## src/rtl/seq_signed_divider.sv

```systemverilog
// Sequential signed divider: restoring division on operand magnitudes, one quotient
// bit per clock, reporting quotient and remainder as sign flag plus magnitude.
module seq_signed_divider #(
  parameter int WIDTH = 8
) (
  input  logic             clk,
  input  logic             rst,
  input  logic             start,
  input  logic [WIDTH-1:0] inDividend,
  input  logic [WIDTH-1:0] inDivisor,
  output logic             busy,
  output logic             done,
  output logic             divByZero,
  output logic [WIDTH-1:0] quotientMag,
  output logic [WIDTH-1:0] remainderMag,
  output logic             negativeQuotientFlag,
  output logic             negativeRemainderFlag
);

  localparam int CNT_W = $clog2(WIDTH + 1);

  typedef enum logic [1:0] {
    IDLE = 2'd0,
    ITER = 2'd1,
    DONE = 2'd2
  } state_e;

  state_e           state_q;
  logic [WIDTH-1:0] rem_q;
  logic [WIDTH-1:0] quo_q;
  logic [WIDTH-1:0] dvs_q;
  logic [CNT_W-1:0] cnt_q;
  logic             sgn_dvd_q;
  logic             sgn_dvs_q;

  logic [WIDTH-1:0] dvd_mag;
  logic [WIDTH-1:0] dvs_mag;
  logic [WIDTH:0]   shift_r;
  logic [WIDTH:0]   trial_r;
  logic [WIDTH-1:0] rem_d;
  logic [WIDTH-1:0] quo_d;

  // The settled remainder is always below the divisor (at most 2^(WIDTH-1)), so it is
  // stored in WIDTH bits; only the shifted trial value needs the extra bit.
  always_comb begin
    // NOTE: every combinational output gets a default first so no path leaves it
    // unassigned, which would otherwise infer a latch.
    rem_d   = rem_q;
    quo_d   = quo_q;
    dvd_mag = inDividend[WIDTH-1] ? -inDividend : inDividend;
    dvs_mag = inDivisor[WIDTH-1]  ? -inDivisor  : inDivisor;
    shift_r = {rem_q, quo_q[WIDTH-1]};
    trial_r = shift_r - {1'b0, dvs_q};
    if (!trial_r[WIDTH]) begin
      rem_d = trial_r[WIDTH-1:0];
      quo_d = {quo_q[WIDTH-2:0], 1'b1};
    end else begin
      rem_d = shift_r[WIDTH-1:0];
      quo_d = {quo_q[WIDTH-2:0], 1'b0};
    end
  end

  // NOTE: state uses non-blocking assignments so every register samples pre-edge
  // values, independent of statement order within the block.
  always_ff @(posedge clk or negedge rst) begin
    if (!rst) begin
      state_q               <= IDLE;
      rem_q                 <= '0;
      quo_q                 <= '0;
      dvs_q                 <= '0;
      cnt_q                 <= '0;
      sgn_dvd_q             <= 1'b0;
      sgn_dvs_q             <= 1'b0;
      busy                  <= 1'b0;
      done                  <= 1'b0;
      divByZero             <= 1'b0;
      quotientMag           <= '0;
      remainderMag          <= '0;
      negativeQuotientFlag  <= 1'b0;
      negativeRemainderFlag <= 1'b0;
    end else begin
      case (state_q)
        IDLE, DONE: begin
          if (start) begin
            sgn_dvd_q             <= inDividend[WIDTH-1];
            sgn_dvs_q             <= inDivisor[WIDTH-1];
            dvs_q                 <= dvs_mag;
            negativeQuotientFlag  <= 1'b0;
            negativeRemainderFlag <= 1'b0;
            if (dvs_mag == '0) begin
              state_q      <= DONE;
              busy         <= 1'b0;
              done         <= 1'b1;
              divByZero    <= 1'b1;
              quotientMag  <= '1;
              remainderMag <= dvd_mag;
            end else begin
              state_q      <= ITER;
              busy         <= 1'b1;
              done         <= 1'b0;
              divByZero    <= 1'b0;
              quotientMag  <= '0;
              remainderMag <= '0;
              rem_q        <= '0;
              quo_q        <= dvd_mag;
              cnt_q        <= CNT_W'(WIDTH);
            end
          end
        end
        ITER: begin
          rem_q <= rem_d;
          quo_q <= quo_d;
          cnt_q <= cnt_q - 1'b1;
          if (cnt_q == CNT_W'(1)) begin
            state_q               <= DONE;
            busy                  <= 1'b0;
            done                  <= 1'b1;
            quotientMag           <= quo_d;
            remainderMag          <= rem_d;
            // Truncating division: a zero magnitude never carries a sign.
            negativeQuotientFlag  <= (sgn_dvd_q ^ sgn_dvs_q) && (quo_d != '0);
            negativeRemainderFlag <= sgn_dvd_q && (rem_d != '0);
          end
        end
        default: state_q <= IDLE;
      endcase
    end
  end

endmodule
```

## config.mk

```make
export PLATFORM = sky130hd
export DESIGN_NAME = seq_signed_divider
export DESIGN_NICKNAME = d
export VERILOG_FILES = /design/src/rtl/seq_signed_divider.sv
export SDC_FILE = /design/constraint.sdc
export NUM_CORES = 1
export LEC_CHECK = 0
export CORE_AREA = 2 2 83 85
export CTS_BUF_LIST = sky130_fd_sc_hd__clkbuf_8 sky130_fd_sc_hd__clkbuf_16
export CTS_CLUSTER_SIZE = 14
export DETAILED_ROUTE_END_ITERATION = 16
export DIE_AREA = 0 0 85 87
export GPL_ROUTABILITY_DRIVEN = 0
export GPL_TIMING_DRIVEN = 0
export PLACE_DENSITY_LB_ADDON = 0.15
export SETUP_SLACK_MARGIN = 0.15
export SLEW_MARGIN = 10
export SYNTH_ARGS = -nofsm -noshare
export SYNTH_HDL_FRONTEND = slang
export SYNTH_SLANG_ARGS = --single-unit
```

## constraint.sdc

```tcl
create_clock -name clk -period 2.35 [get_ports clk]
set_input_delay 0.3525 -clock clk [delete_from_list [all_inputs] [get_ports clk]]
set_output_delay 0.3525 -clock clk [all_outputs]
set_load 0.05 [all_outputs]
```

**After elaboration in Yosys (flattened, before gate mapping)**

Index checks and enable logic that the tools add are counted.

- Bits in read-only memories: 0
- Bits in writable memories: 0
- Memories kept: 0
- Register bits after elaboration: 53
- Output and inout bits: 21
- Latch bits: 0
- Input port bits: 19
- Word-level logic and storage cells: 75

- Shift-type cells: 0
- Bitwise operators: 1
- Reduce and logical (&&, ||, !) cells: 12
- Add/sub/neg operators: 4
- Order comparisons: 0
- Multiply operators: 0
- Equality and inequality tests: 6
- Multiplexer cells: 38
- Div/mod/pow operators: 0

Operator list:

| kind | number |
|---|---|
| $mux W8 | 13 |
| $pmux W8 S2 | 4 |
| $neg A8 Y8 | 2 |
| $reduce_bool A8 Y1 | 2 |
| $mux W1 | 10 |
| $sub A9 B8 Y9 | 1 |
| $logic_not A8 Y1 | 1 |
| $mux W4 | 2 |
| $pmux W1 S2 | 4 |
| $pmux W4 S2 | 1 |
| $mux W2 | 3 |
| $ne A2 B2 Y1 const B | 3 |
| $reduce_and A3 Y1 | 2 |
| $eq A4 B1 Y1 const B | 1 |
| $pmux W2 S2 | 1 |
| $reduce_and A2 Y1 | 2 |
| $sub A4 B1 Y4 const B | 1 |
| $eq A2 B1 Y1 const B | 1 |
| $eq A2 B2 Y1 const B | 1 |
| $logic_and A1 B1 Y1 | 2 |
| $logic_not A2 Y1 | 1 |
| $reduce_bool A2 Y1 | 1 |
| $reduce_or A2 Y1 | 1 |
| $xor A1 B1 Y1 | 1 |

**Logic depth before layout (Yosys ltp)**

Gate-level depths: netlist (run 1).

- Depth in word-level cells: 6
- Mapped depth: 11
- Gate-level depth less buffers: 10

**Worst setup path before layout (run 1)**

OpenSTA, ideal clock, no wires.

- Path type: register to register
- Start point: reg quo_q[7]
- End point: reg remainderMag[7]
- Cell stages (with the launch flop): 12
- Library setup time: 0.130 ns
- Arrival: 2.310 ns
- Path slack: -0.090 ns
- Data required time: 2.220 ns
- Buffers on the path: 1
- Clock period less this slack: 2.440 ns
- Cells stage by stage: dfrtp_1 inv_1 ha_1 inv_1 fa_1 a211oi_1 o21ai_2 and4_1 clkbuf_1 nor2_1 mux2i_1 o21ai_0

- Cells in the longest elaborated chain, start to end: 4

Ends and longest elaborated chain:

| item | RTL line | RTL |
|---|---|---|
| start: declaration | 30 | `logic [WIDTH-1:0] quo_q;` |
| start signal: assignment | 105 | `quo_q <= dvd_mag;` |
| start signal: assignment | 112 | `quo_q <= quo_d;` |
| $sub A9 B8 Y9 | 53 | `trial_r = shift_r - {1'b0, dvs_q};` |
| $mux W8 | 54 | `if (!trial_r[WIDTH]) begin` |
| $mux W8 | 114 | `if (cnt_q == CNT_W'(1)) begin` |
| $pmux W8 S2 | 82 | `case (state_q)` |
| end signal: assignment | 96 | `remainderMag <= dvd_mag;` |
| end signal: assignment | 119 | `remainderMag <= rem_d;` |
| end: declaration | 15 | `output logic [WIDTH-1:0] remainderMag,` |

Every way passes these cells. The select of a mux whose other input is x is not followed.
A chain may end at the register's enable or synchronous reset.

**Worst setup path after layout (run 1)**

Ends and elaborated chain as after synthesis.

==> impl_metrics.csv, run 1 <==
group,metric,value,unit
logic_synthesis,synth_cells,355,
flow_run,maxCapViolations,0,
logic_synthesis,yosysUniqueCellTypes,54,
routing,num_vias,2899,
logic_synthesis,synthFlopType,"dfrtp_1",
placement,io_buffers,37,
routing,drc_errors,0,
clocking,clock_sinks,53,
routing,ant_nets,0,
critical_path,crit_top_cell,"inv_2",
global_routing,grt_max_degree,34,
floorplanning,pin_count,40,
global_routing,grt_pass1_wl,13400,um
critical_path,critical_path_required,2.55,ns
placement,dp_hpwl,6160,um
final_layout,num-nets-final,451,
clocking,clock_latency,0.31,ns
routing,wl_per_cell,16.8,um
sta,rsz0062_at_grt,"true",
sta,worst_slack,-0.0438,ns
routing,drt_iter0_drc,134,
final_layout,final_cell_mix,"dfrtp_1 (53), nand2_1 (36), clkdlybuf4s50_1 (33)",
floorplanning,core-area,6570,sq um
critical_path,crit_type,"reg2reg",
worst_hold_path,min_path_type,"in2async",
floorplanning,die_h,87,um
sta,hold_viol,19,
logic_synthesis,synth_edf_count,0,
logic_synthesis,yosysSeqAreaShare,41.8,%
floorplanning,die_area,7400,sq um
clocking,cts_tree,"yes",
floorplanning,initial_utilization,48.3,%
logic_synthesis,async_flop_share,100,%
global_routing,grt_pass1_vias,2784,
routing,routed_wirelength,8410,um
sta,slew_viol_final,0,
routing,via_per_inst,5.80,
global_routing,grt_overflow,0,
sta,slew_headroom,58.0,%
final_layout,seqCellArea,1330,sq um
placement,place_ws,-0.570,ns
global_routing,antenna_found_initial,0,
clocking,cts_root_buf,"clkbuf_8",
critical_path,critPathLaunchType,"flip-flop",
routing,dr.pass1.iters,4,
sta,clock-skew-final,0.00703,ns
logic_synthesis,synth_area,3180,sq um
placement,placed_area,3680,sq um
sta,fin_crit_sh,102,%
sta,setup_tns,-0.137,ns
clocking,ctsLongestPathBuffers,2,
critical_path,endpoint_kind,"flip-flop",
logic_synthesis,syn_avg_cell_area,8.95,sq um
logic_synthesis,yosysWarnings,0,
logic_synthesis,ys_ff_latch,53,
floorplanning,dieWidth,85,um
critical_path,crit_chain,"inv_2, ha_4, inv_2, fa_2, a211oi_2, o21ai_2, and4_1, buf_8, nor2_4, mux2i_2, o21ai_1",
global_routing,grt_use_total,22.7,%
sta,setup_violations,4,
critical_path,rr_worst_depth,11,
critical_path,reg2reg_to,"remainderMag[7]$_DFFE_PN0P_",
final_layout,insertedDiodeCount,0,
clocking,htreeDepth,2,
critical_path,reg2reg_from,"quo_q[7]$_DFFE_PN0P_",
final_layout,final_common_cell,"dfrtp_1",
final_layout,fill_cells,580,
final_layout,layout-drive-gt1-share,18.6,%
logic_synthesis,syn-num-nets,387,
outcome,violations,"hold timing, setup timing",
sta,finalCriticalPeriod,2.39,ns
sta,fmax,418,MHz
outcome,outcome,"finished with violations",
critical_path,crit_arrival,2.59,ns
floorplanning,rows,30,
final_layout,syn_to_final_growth,28.1,%
critical_path,reg2reg_slack,-0.04,ns
clocking,cts_made_buffers,5,
sta,holdWs,-0.00871,ns
clocking,clk_pin_slew,0.10,ns
final_layout,multi_input_comb_area,1870,sq um
final_layout,final_area,4070,sq um
critical_path,crit_path_max_incr_delay,0.41,ns
critical_path,critPathMaxFanout,8,
critical_path,slowest_stage,"dfrtp_1",
sta,worst_pin_slew,0.630,ns
[final cells by class]
cell class	count	share of cell area, %
multi-input combinational	269	46.0
buffer	16	2.25
tap	80	2.46
inverter	17	1.57
timing repair buffer	57	13.0
clock inverter	3	0.431
clock buffer	5	1.69
sequential	53	32.6
[per-layer routing]
metal | wire length (um) | GRT usage [%] | share of wire [%] | vias to the layer above
met1 | 3600 | 28.9 | 43 | 1403
met5 | 0 | 0 | 0 | -
li1 | - | - | - | 1401
met4 | 233 | 8.08 | 2.8 | 0
met3 | 324 | 3.41 | 3.9 | 23
met2 | 4260 | 39.3 | 51 | 72
[through the flow]
step | util (%) | std cells | hold slack, ns
3_5_place_dp | 56.0 | 473 | 0.341
4_1_cts | 60.2 | 495 | 0.00842
6_report | 61.9 | 500 | -0.00871
5_1_grt | 61.9 | 500 | 0.0204
2_1_floorplan | - | 355 | 0.0569
3_3_place_gp | 55.8 | 472 | 0.462
[cells in the mapped netlist (all sizes together), types with 2 or more instances]
| master | number | share of area, % |
|---|---|---|
| nor3b | 3 | 0.71 |
| nand4 | 2 | 0.39 |
| mux2 | 2 | 0.71 |
| nand2 | 39 | 4.7 |
| inv | 17 | 2.0 |
| a22oi | 2 | 0.47 |
| dfrtp | 53 | 42 |
| a31oi | 7 | 1.4 |
| buf | 6 | 1.3 |
| o21ai | 41 | 6.6 |
| and2 | 3 | 0.59 |
| a21boi | 3 | 0.71 |
| mux2i | 10 | 3.2 |
| nor4 | 4 | 0.79 |
| a21oi | 24 | 3.8 |
| o211a | 2 | 0.63 |
| o2bb2ai | 2 | 0.55 |
| nor2 | 24 | 2.8 |
| o21a | 2 | 0.47 |
| nand3b | 2 | 0.47 |
| or4 | 2 | 0.47 |
| o21bai | 2 | 0.59 |
| and4 | 2 | 0.55 |
| xnor2 | 9 | 2.5 |
| nand3 | 14 | 2.2 |
| o31ai | 8 | 2.3 |
| a21o | 7 | 1.7 |
| xor2 | 6 | 1.7 |
| o211ai | 2 | 0.47 |
| nand2b | 7 | 1.4 |
| nor2b | 2 | 0.39 |
| clkbuf | 10 | 1.2 |
| nor3 | 8 | 1.4 |
| a211oi | 3 | 0.71 |
| or3 | 4 | 0.95 |
| ha | 12 | 4.7 |
[registers in the layout, summed over array words and instances, names as in the netlist, 2 cells and up]
name / cells
dvs_q: 8
quo_q: 8
quotientMag: 8
rem_q: 8
remainderMag: 8
cnt_q: 4
state_q: 2
[how the worst max path moves through the flow]
| stage | startpoint | end | slack, ns | cells after the start |
|---|---|---|---|---|
| 6_report | quo_q[7]$_DFFE_PN0P_ | remainderMag[7]$_DFFE_PN0P_ | -0.04 | 11 |
| 5_1_grt | quo_q[7]$_DFFE_PN0P_ | negativeQuotientFlag$_DFFE_PN0P_ | -0.16 | 11 |
| 4_1_cts | quo_q[7]$_DFFE_PN0P_ | remainderMag[2]$_DFFE_PN0P_ | -0.05 | 12 |
| 3_5_place_dp | inDivisor[2] | rem_q[5]$_DFFE_PN0P_ | -0.57 | 9 |
| 3_3_place_gp | rst | divByZero$_DFFE_PN0P_ | -0.72 | 1 |
| 2_1_floorplan | quo_q[7]$_DFFE_PN0P_ | remainderMag[7]$_DFFE_PN0P_ | 0.14 | 11 |
[repair_timing]
item,in CTS,in global routing
buffers inserted,13,5
pin swaps,25,14
gates cloned,1,0
resized for setup,30,23
hold buffers,0,0
endpoints found under the setup margin,42,27
[cell families after synthesis]
family                     share of synthesized area, %
and+or+nand+nor                                    18.4
AOI/OAI and AO/OA                                  21.9
DFF                                                41.8
buffers and inverters                              4.49
xor gates and xnor gates                           4.14
adders and majority gates                          5.36
muxes                                              3.86
[worst max-delay path, delay by kind of cell (launching register included)]
kind | cells | cell delay [ns]
compound gates | 3 | 0.45
buf+inv | 3 | 0.26
mux | 1 | 0.30
flops | 1 | 0.41
simple gates | 2 | 0.35
fa+ha+maj | 2 | 0.49
Power of run 1 is left out: the tool's default activity adds up to more than one toggle a clock period on the data nets, which glitch-free logic cannot reach.
==> run 2, diff against run 1 <==
--- a/config.mk
+++ b/config.mk
@@ -5,11 +5,13 @@
 export SDC_FILE = /design/constraint.sdc
 export NUM_CORES = 1
 export LEC_CHECK = 0
-export CORE_AREA = 2 2 83 85
+export CELL_PAD_IN_SITES_DETAIL_PLACEMENT = 1
+export CELL_PAD_IN_SITES_GLOBAL_PLACEMENT = 2
+export CORE_AREA = 2 2 105 107
 export CTS_BUF_LIST = sky130_fd_sc_hd__clkbuf_8 sky130_fd_sc_hd__clkbuf_16
 export CTS_CLUSTER_SIZE = 14
 export DETAILED_ROUTE_END_ITERATION = 16
-export DIE_AREA = 0 0 85 87
+export DIE_AREA = 0 0 107 109
 export GPL_ROUTABILITY_DRIVEN = 0
 export GPL_TIMING_DRIVEN = 0
 export PLACE_DENSITY_LB_ADDON = 0.15
==> impl_metrics.csv, run 2 (same netlist as run 1, synthesis figures left out) <==
group,metric,value,unit
routing,routed_wirelength,9830,um
global_routing,grt_use_total,17.5,%
sta,slew_headroom,47.7,%
critical_path,reg2reg_to,"negativeRemainderFlag$_DFFE_PN0P_",
sta,rsz0062_at_grt,"true",
global_routing,grt_overflow,0,
final_layout,layout-drive-gt1-share,20.9,%
flow_run,maxCapViolations,0,
critical_path,critPathLaunchType,"flip-flop",
clocking,holdBufCountCts,0,
placement,io_buffers,37,
critical_path,crit_arrival,2.64,ns
routing,drc_errors,0,
floorplanning,dieWidth,107,um
critical_path,crit_cells,12,
final_layout,utilization,40.1,%
routing,ant_nets,0,
placement,placed_area,3740,sq um
sta,clock-skew-final,0.0208,ns
outcome,violations,"setup timing",
critical_path,crit_type,"reg2reg",
floorplanning,die_area,11700,sq um
global_routing,grt_max_degree,54,
final_layout,insertedDiodeCount,0,
critical_path,slowest_stage,"dfrtp_1",
routing,drt_iter0_drc,145,
critical_path,reg2reg_slack,-0.09,ns
clocking,clock_latency,0.32,ns
final_layout,fill_cells,1245,
critical_path,rr_worst_depth,12,
floorplanning,rows,38,
sta,hold_viol,0,
final_layout,num-nets-final,453,
outcome,outcome,"finished with violations",
sta,setup_tns,-0.562,ns
clocking,clk_pin_slew,0.10,ns
sta,finalCriticalPeriod,2.44,ns
sta,slew_viol_final,0,
critical_path,crit_family,"buffers and inverters",
sta,fmax,410,MHz
final_layout,final_area,4250,sq um
worst_hold_path,min_path_type,"in2async",
critical_path,endpoint_kind,"flip-flop",
critical_path,critical_path_required,2.55,ns
routing,wl_per_cell,17.5,um
final_layout,syn_to_final_growth,33.7,%
routing,dr.pass1.iters,4,
routing,num_vias,2912,
sta,fin_crit_sh,104,%
critical_path,crit_chain,"inv_2, ha_4, inv_2, fa_2, a211oi_2, o21ai_2, buf_4, buf_6, buf_6, xor2_2, nor3b_1, o22ai_2",
clocking,clock_sinks,53,
clocking,cts_root_buf,"clkbuf_8",
routing,via_per_inst,5.18,
global_routing,antenna_found_initial,0,
floorplanning,die_h,109,um
floorplanning,pin_count,40,
critical_path,reg2reg_from,"quo_q[7]$_DFFE_PN0P_",
floorplanning,initial_utilization,30.0,%
clocking,htreeDepth,2,
clocking,cts_tree,"yes",
placement,dp_hpwl,7150,um
critical_path,cp_num_buf_inv,5,
final_layout,final_common_cell,"dfrtp_1",
final_layout,multi_input_comb_area,1920,sq um
critical_path,critPathMaxFanout,3,
clocking,ctsLongestPathBuffers,2,
sta,setup_violations,13,
global_routing,grt_pass1_vias,2886,
final_layout,final_cell_mix,"dfrtp_1 (52), nand2_1 (36), clkdlybuf4s50_1 (33)",
sta,worst_pin_slew,0.784,ns
critical_path,crit_path_max_incr_delay,0.41,ns
global_routing,grt_pass1_wl,15700,um
clocking,cts_made_buffers,5,
final_layout,seqCellArea,1330,sq um
floorplanning,core-area,10600,sq um
sta,worst_slack,-0.0919,ns
run 2: worst max path at each step:
stage                               startpoint                                 to
final                     quo_q[7]$_DFFE_PN0P_  negativeRemainderFlag$_DFFE_PN0P_
after global routing      quo_q[7]$_DFFE_PN0P_  negativeRemainderFlag$_DFFE_PN0P_
after CTS                 quo_q[7]$_DFFE_PN0P_               rem_q[7]$_DFFE_PN0P_
after detailed placement          inDivisor[2]         quotientMag[5]$_DFFE_PN0P_
after global placement                     rst               cnt_q[2]$_DFFE_PN0P_
after floorplan           quo_q[7]$_DFFE_PN0P_        remainderMag[7]$_DFFE_PN0P_
run 2: area by class of cell:
| cell class | count | area share [%] |
|---|---|---|
| Buffer | 16 | 2.24 |
| Clock buffer | 5 | 1.62 |
| Clock inverter | 3 | 0.589 |
| Inverter | 17 | 1.50 |
| Multi-Input combinational cell | 269 | 45.2 |
| Sequential cell | 53 | 31.3 |
| Tap cell | 140 | 4.12 |
| Timing Repair Buffer | 59 | 13.4 |
run 2: worst reg2reg max path, cell delays in order, from the launching register on:
cell and delay (ns):
dfrtp_1 0.41, inv_2 0.10, ha_4 0.14, inv_2 0.04
fa_2 0.34, a211oi_2 0.23, o21ai_2 0.12, buf_4 0.15
buf_6 0.11, buf_6 0.11, xor2_2 0.14, nor3b_1 0.31
o22ai_2 0.13
run 2: metrics by stage:
| stage | cells | hold slack, ns | setup slack, ns |
|---|---|---|---|
| 2_1_floorplan | 355 | 0.0569 | 0.138 |
| 6_report | 562 | 0.0552 | -0.0919 |
| 4_1_cts | 559 | 0.103 | -0.0647 |
| 3_5_place_dp | 532 | 0.454 | -0.525 |
| 5_1_grt | 562 | 0.0928 | -0.180 |
| 3_3_place_gp | 532 | 0.463 | -0.921 |
run 2: what timing repair did:
action / in CTS / in global routing
buffers inserted: 18 / 3
gates resized for setup: 53 / 27
endpoints found under the setup margin: 42 / 42
pin swaps: 30 / 19
gates cloned: 1 / 0
run 2: layer usage:
metal / track usage [%] / part of all wire [%] / routed length [um] / vias to the layer above
li1: - / - / - / 1410
met1: 23.7 / 48 / 4720 / 1449
met2: 30.3 / 49 / 4780 / 47
met3: 1.97 / 2.5 / 249 / 6
met4: 3.71 / 0.88 / 87 / 0
met5: 0 / 0 / 0 / -
Power of run 2 is left out for the same reason.
